### src/rtl/spi_burst_seq.sv
// spi_burst_seq: burst sequencer and I/O bus arbiter in front of the SPI master.
//
// Streams a block of RAM bytes through the master's SPCR/SPSR/SPDR register
// interface and can write each received byte back in place. The CPU's I/O
// accesses pass straight through while idle. During a burst, CPU accesses to
// SPI addresses stall and all other CPU accesses are dropped.
//
// Ports:
//   clk, rst           clock, synchronous active-high reset
//   start              one-cycle burst request (honoured only in IDLE)
//   base_addr, length  first RAM byte and byte count, latched on start
//   rx_en              write received bytes back to RAM
//   abort              stop after the byte in flight
//   busy, done         burst in progress / one-cycle completion pulse
//   aborted            last burst was ended by abort
//   cs_n               slave select, low while bytes are moving
//   mem_*              RAM port (read data valid the cycle after mem_rd)
//   cpu_*              CPU I/O side
//   spi_*              SPI master register bus, interrupt and interrupt clear
module spi_burst_seq #(
    parameter int unsigned                  BUS_ADDR_DATA_LEN = 8,
    parameter logic [BUS_ADDR_DATA_LEN-1:0] SPCR_ADDR         = 'h20,
    parameter logic [BUS_ADDR_DATA_LEN-1:0] SPSR_ADDR         = 'h21,
    parameter logic [BUS_ADDR_DATA_LEN-1:0] SPDR_ADDR         = 'h22,
    parameter logic [7:0]                   SPCR_CFG          = 8'hD0,
    parameter int unsigned                  MEM_ADDR_LEN      = 12,
    parameter int unsigned                  LEN_W             = 12
) (
    input  logic                         clk,
    input  logic                         rst,
    input  logic                         start,
    input  logic [MEM_ADDR_LEN-1:0]      base_addr,
    input  logic [LEN_W-1:0]             length,
    input  logic                         rx_en,
    input  logic                         abort,
    output logic                         busy,
    output logic                         done,
    output logic                         aborted,
    output logic                         cs_n,
    output logic [MEM_ADDR_LEN-1:0]      mem_addr,
    output logic                         mem_rd,
    input  logic [7:0]                   mem_dat_in,
    output logic                         mem_wr,
    output logic [7:0]                   mem_dat_out,
    input  logic [BUS_ADDR_DATA_LEN-1:0] cpu_addr,
    input  logic                         cpu_wr,
    input  logic                         cpu_rd,
    input  logic [7:0]                   cpu_dat_in,
    output logic [7:0]                   cpu_dat_out,
    output logic                         cpu_stall,
    output logic                         cpu_int,
    output logic [BUS_ADDR_DATA_LEN-1:0] spi_addr,
    output logic                         spi_wr,
    output logic                         spi_rd,
    output logic [7:0]                   spi_dat_out,
    input  logic [7:0]                   spi_dat_in,
    input  logic                         spi_int,
    output logic                         spi_int_rst
);

    typedef enum logic [2:0] {
        ST_IDLE,
        ST_CFG,
        ST_FETCH,
        ST_LOAD,
        ST_WAIT,
        ST_ACK,
        ST_DONE
    } state_t;

    state_t                  state_q, state_d;
    logic [MEM_ADDR_LEN-1:0] ptr_q, ptr_d;
    logic [LEN_W-1:0]        rem_q, rem_d;
    logic                    rx_en_q, rx_en_d;
    logic                    abort_seen_q, abort_seen_d;
    logic                    aborted_q, aborted_d;
    logic                    cpu_hits_spi;

    assign aborted      = aborted_q;
    assign cpu_hits_spi = (cpu_addr == SPCR_ADDR) || (cpu_addr == SPSR_ADDR) ||
                          (cpu_addr == SPDR_ADDR);

    always_ff @(posedge clk) begin
        if (rst) begin
            state_q      <= ST_IDLE;
            ptr_q        <= '0;
            rem_q        <= '0;
            rx_en_q      <= 1'b0;
            abort_seen_q <= 1'b0;
            aborted_q    <= 1'b0;
        end else begin
            state_q      <= state_d;
            ptr_q        <= ptr_d;
            rem_q        <= rem_d;
            rx_en_q      <= rx_en_d;
            abort_seen_q <= abort_seen_d;
            aborted_q    <= aborted_d;
        end
    end

    always_comb begin
        state_d      = state_q;
        ptr_d        = ptr_q;
        rem_d        = rem_q;
        rx_en_d      = rx_en_q;
        abort_seen_d = abort_seen_q;
        aborted_d    = aborted_q;

        busy         = 1'b0;
        done         = 1'b0;
        cs_n         = 1'b1;
        mem_addr     = '0;
        mem_rd       = 1'b0;
        mem_wr       = 1'b0;
        mem_dat_out  = '0;
        spi_addr     = '0;
        spi_wr       = 1'b0;
        spi_rd       = 1'b0;
        spi_dat_out  = '0;
        spi_int_rst  = 1'b0;
        cpu_dat_out  = '0;
        cpu_int      = 1'b0;
        cpu_stall    = 1'b0;

        // The sequencer owns the master's bus in every state except IDLE.
        // Abort is latched here and only acted on at the next ACK, so the
        // byte in flight always completes.
        if (state_q != ST_IDLE) begin
            cpu_stall = (cpu_wr | cpu_rd) & cpu_hits_spi;
            if (abort) begin
                abort_seen_d = 1'b1;
                aborted_d    = 1'b1;
            end
        end

        case (state_q)
            ST_IDLE: begin
                spi_addr    = cpu_addr;
                spi_wr      = cpu_wr;
                spi_rd      = cpu_rd;
                spi_dat_out = cpu_dat_in;
                cpu_dat_out = spi_dat_in;
                cpu_int     = spi_int;
                if (start) begin
                    ptr_d        = base_addr;
                    rem_d        = length;
                    rx_en_d      = rx_en;
                    abort_seen_d = 1'b0;
                    aborted_d    = 1'b0;
                    state_d      = (length == '0) ? ST_DONE : ST_CFG;
                end
            end
            ST_CFG: begin
                busy        = 1'b1;
                spi_wr      = 1'b1;
                spi_addr    = SPCR_ADDR;
                spi_dat_out = SPCR_CFG;
                state_d     = ST_FETCH;
            end
            ST_FETCH: begin
                busy     = 1'b1;
                cs_n     = 1'b0;
                mem_rd   = 1'b1;
                mem_addr = ptr_q;
                state_d  = ST_LOAD;
            end
            ST_LOAD: begin
                busy        = 1'b1;
                cs_n        = 1'b0;
                spi_wr      = 1'b1;
                spi_addr    = SPDR_ADDR;
                spi_dat_out = mem_dat_in;
                state_d     = ST_WAIT;
            end
            ST_WAIT: begin
                busy = 1'b1;
                cs_n = 1'b0;
                if (spi_int) begin
                    state_d = ST_ACK;
                end
            end
            ST_ACK: begin
                busy        = 1'b1;
                cs_n        = 1'b0;
                spi_int_rst = 1'b1;
                spi_rd      = 1'b1;
                spi_addr    = SPDR_ADDR;
                if (rx_en_q) begin
                    mem_wr      = 1'b1;
                    mem_addr    = ptr_q;
                    mem_dat_out = spi_dat_in;
                end
                ptr_d = ptr_q + 1'b1;
                rem_d = rem_q - 1'b1;
                // rem_q == 1 means this ACK retires the last byte.
                if ((rem_q == LEN_W'(1)) || abort_seen_q || abort) begin
                    state_d = ST_DONE;
                end else begin
                    state_d = ST_FETCH;
                end
            end
            ST_DONE: begin
                done    = 1'b1;
                state_d = ST_IDLE;
            end
            default: begin
                state_d = ST_IDLE;
            end
        endcase
    end

endmodule

### config.mk
export PLATFORM = sky130hd
export DESIGN_NAME = spi_burst_seq
export DESIGN_NICKNAME = d
export VERILOG_FILES = /design/src/rtl/spi_burst_seq.sv
export SDC_FILE = /design/constraint.sdc
export NUM_CORES = 1
export LEC_CHECK = 0
export CORE_MARGIN = 2
export CORE_UTILIZATION = 32
export DETAILED_ROUTE_END_ITERATION = 8
export DONT_BUFFER_PORTS = 1
export PLACE_DENSITY = 0.53
export SLEW_MARGIN = 20
export SYNTH_ARGS = -nofsm -noshare
export SYNTH_HDL_FRONTEND = slang
export SYNTH_SLANG_ARGS = --single-unit
export TNS_END_PERCENT = 1
### constraint.sdc
create_clock -name clk -period 4.25 [get_ports clk]
set_input_delay 0.85 -clock clk [delete_from_list [all_inputs] [get_ports clk]]
set_output_delay 0.85 -clock clk [all_outputs]
set_load 0.05 [all_outputs]
Word level (Yosys, flattened, before mapping)
Index checks and enable logic that the tools add are counted.
- $add $sub $neg: 2
- multiply operators: 0
- divide/modulo/power cells: 0
- magnitude comparators: 0
- eq/ne operators: 12
- shift operators: 0
- mux-type cells: 35
- bitwise operators: 2
- reduce and logical (&&, ||, !) cells: 15
- operators with widths (operator ; number):
    one-hot mux 12 bit (2 select lines) ; 3
    one-hot mux 8 bit (3 select lines) ; 2
    2-to-1 mux 12 bit ; 3
    equality test 8 x 6 -> 1 bit, second input constant ; 3
    2-to-1 mux 8 bit ; 3
    one-hot mux 3 bit (6 select lines) ; 1
    2-to-1 mux 1 bit ; 17
    adder 12 x 1 -> 12 bit, second input constant ; 1
    equality test 12 x 1 -> 1 bit, second input constant ; 1
    zero test 12 bit ; 1
    2-to-1 mux 3 bit ; 4
    subtractor 12 x 1 -> 12 bit, second input constant ; 1
    equality test 3 bit, second input constant ; 3
    equality test 3 x 2 -> 1 bit, second input constant ; 2
    AND reduction 2 bit ; 3
    OR reduction 5 bit ; 1
    logical OR 1 bit ; 4
    inequality test 2 bit, second input constant ; 2
    one-hot mux 1 bit (2 select lines) ; 2
    OR reduction 2 bit ; 2
    OR reduction 4 bit ; 1
    equality test 3 x 1 -> 1 bit, second input constant ; 1
    zero test 3 bit ; 1
    nonzero test 3 bit ; 1
    other kinds (3) ; 3
- register bits after elaboration: 30
- latch bits: 0
- bits in writable memories: 0
- memory bits (read-only): 0
- bits of input ports: 64
- output and inout bits: 55
- logic and storage cells: 72
- memories kept: 0

Depth between registers and ports, before layout
- word-level depth: 5
- gate-level depth with buffers: 7

Worst setup path after synthesis
OpenSTA, ideal clock, no wires.
- path type: register -> output
- start point: reg state_q[0]
- end point: out mem_addr[0]
- data arrival time: 2.824 ns
- required time: 3.400 ns
- path slack: 0.576 ns
- cell stages (with the launch flop): 6
- path through: dfxtp_1 > clkbuf_1 > nor3_1 > nor2_1 > clkbuf_1 > nor2b_1
- word-level cells in the longest chain between the ends: 2
- elaborated cells on any way between the ends: 3
- those cells by class: eq/ne: 2; mux: 1
- ends and longest elaborated chain (what ; line ; text):
    start: declaration ; 71 ; state_t state_q, state_d;
    start signal: assignment ; 92 ; state_q <= state_d;
    equality test 3 bit or equality test 3 x 2 -> 1 bit (tied branches) ; 136 ; case (state_q)
    one-hot mux 12 bit (2 select lines) (*) ; 136 ;
    end: declaration ; 40 ; output logic [MEM_ADDR_LEN-1:0] mem_addr,
Every way passes the cells marked *; elsewhere a longest branch is shown, timed or not.

Final worst setup path
- start point: reg state_q[1]
- end point: out mem_addr[6]
The elaborated chain is that of the path after synthesis.

==> run_results.csv <==
group,metric,value,unit
outcome,status,"completed",
sta,final_hold_viol_count,0,
synthesis,synth_top_area_share,27.76,%
sta,final_max_slew_viol_count,0,
synthesis,yosysSeqAreaShare,27.76,%
route,dr_wl_met2,3269,um
cells_and_area,fillers,684,
die,fp.dieH,86.22,um
sta,rsz0062_at_grt,"no",
grt,grt_remaining_overflow,0,
synthesis,syn_area_per_cell,7.211,sq um
die,pin_count,119,
cells_and_area,final_nets,383,
synthesis,async_flop_share,0,%
cts,postCtsSetupRepairBufs,0,
critical_path,worstPathRequired,3.40,ns
grt,antenna_found_initial,0,
die,rows,29,
cells_and_area,area_growth_syn_to_layout,15.73,%
place,io_buffers,0,
synthesis,syn_area,2163,sq um
sta,setup_viol,0,
cts,root_buffer,"clkbuf_8",
critical_path,critical_path_class,"reg -> out",
cts,cts_resized,0,
critical_path,worstPathMaxFanout,17,
flow_run,max-cap-violations,0,
cells_and_area,diodes,0,
sta,period_share,77.51,%
grt,grt_max_degree,37,
critical_path,cp-end-kind,"output pin",
cells_and_area,seq_area,600.6,sq um
die,dieArea,7434,sq um
sta,tightest_slew,1.108,ns
pwr,p_leak,0.9728,nW
sta,timing.setup.tns,0,ns
synthesis,synthTopCellsByArea,"dfxtp_1, nand2_1, and2_1",
synthesis,syn_nets,368,
sta,fin_crit,3.294,ns
cells_and_area,final_util,38.76,%
route,route.met3.wl,474,um
grt,grt_pass1_wl,10310,um
synthesis,synth.top_cells.by_count,"nand2_1, dfxtp_1, a21oi_1, nor2_1",
sta,finalWorstSetupSlack,0.9557,ns
route,ant_nets,0,
sta,clock_skew,0.006956,ns
synthesis,synthMostInstantiatedCell,"nand2_1",
critical_path,worstPathArrival,2.44,ns
cts,clkLatencyLatePin,0.28,ns
cts,cts_hold_buf,0,
synthesis,synth_largest_area_cell,"dfxtp_1",
cells_and_area,drive_above_1_share,14.87,%
route,vias,2278,
grt,grt_pass1_vias,2126,
route,dr.pass1.iters,4,
route,post_drt_wl_per_cell,17.32,um
cells_and_area,multi_input_area,1460,sq um
critical_path,start_kind,"flip-flop",
route,drt_iter0_drc,141,
grt,grt_usage,17.41,%
cts,clockBufferDepth,2,
route,totalWireLength,6806,um
route,top_layer_used,"met4",
synthesis,ys.warnings.count,0,
sta,maxSlewHeadroom,26.37,%
cts,cts_sinks,30,
die,die_w,86.22,um
pwr,power.density,361.3,nW/um^2
synthesis,synthCells,300,
cts,htree_levels,2,
place,dpl.hpwl,4824,um
place,dpl_worst_slack,1.263,ns
cts,clkTransAtPathRegs,0.07,ns
cts,cts_buffers,5,
place,gp_congestion,0.7993,
synthesis,ys.flop_type,"dfxtp_1",
route,met1_length,2999,um
pwr,ir_drop,0.1781,mV
die,initial_utilization,33.49,%
sta,max_freq,0.3036,GHz
synthesis,ys_ff_latch,30,
worst_hold_path,min-delay-path-class,"reg -> reg",
synthesis,synth_edf_count,0,
cts,cts_tree,"done",
route,drc,0,
route,viasPerCell,5.796,
synthesis,yosysUniqueCellTypes,51,
die,core,6459,sq um
==> path summary, 6_finish.rpt <==
| check | startpoint | endpoint | slack, ns | depth (start not counted) |
|---|---|---|---|---|
| worst max-delay path | state_q[1] | mem_addr[6] | 0.96 | 6 |
| worst min-delay path | abort_seen_q | abort_seen_q | 0.45 | 2 |
| worst max register to register | state_q[0] | rem_q[5] | 1.83 | 6 |
| worst min register to register | abort_seen_q | abort_seen_q | 0.45 | 2 |
==> power breakdown <==
group	total (mW)	internal, mW	switching [mW]
Combinational	0.321	0.0805	0.240
Sequential	0.344	0.305	0.0390
Clock	0.239	0.131	0.109
Total	0.905	0.516	0.388
==> final cells by class <==
class,count,share of cell area [%]
multi-input cells,240,58.32
flip-flops and latches,30,23.99
repair buffers,30,8.996
well taps,77,3.848
clock buffers,7,3.448
inverters,8,1.199
clock inverters,1,0.1999
==> state kept, by name, summed over array words and instances (netlist names) <==
signal and count:
ptr_q 12, rem_q 12, state_q 3, abort_seen_q 1, aborted 1, rx_en_q 1
==> metal layers <==
layer  track usage (%)  up-vias
met4             4.261        0
li1                  -     1139
met1             20.76     1046
met3             4.190        6
met2             31.43       87
met5                 0        -
==> through the flow <==
step                      hold slack [ns]  instances  total power [mW]  cell area, sq um
after global placement             0.4448        385            0.6698              2412
after floorplan                    0.4368        300            0.6233              2163
after global routing               0.4856        393            0.9530              2504
after detailed placement           0.4493        385            0.6724              2412
final                              0.4542        393            0.9045              2504
after CTS                          0.4576        393            0.9164              2504
==> worst max-delay path, cell delays in order, from the launching register on <==
cell and delay [ns]:
dfxtp_1 0.48, inv_1 0.35, nor3_2 0.06, buf_4 0.22
nor2_1 0.66, nor2b_1 0.14, buf_4 0.23
==> logic make-up after synthesis <==
| kind of cell | share of synthesized area [%] |
|---|---|
| DFF | 27.76 |
| and+or+nand+nor | 40.25 |
| buffers and inverters | 5.378 |
| muxes | 0.9832 |
| adders and majority gates | 2.314 |
| AOI/OAI and AO/OA | 23.31 |
==> cell usage in the layout, fill, tap and decap left out, types with 8 or more instances in the layout <==
master / netlist / layout
nor2b_1: 14 / 14
inv_1: 8 / 8
nor4_1: 9 / 9
buf_4: 0 / 30
nand4_1: 8 / 8
and3_1: 13 / 13
a21oi_1: 22 / 22
nand2_1: 33 / 33
and2_1: 18 / 18
o21ai_0: 11 / 9
dfxtp_1: 30 / 30
nand3_1: 9 / 9
nor2_1: 21 / 21
(Power assumes the default switching activity.)
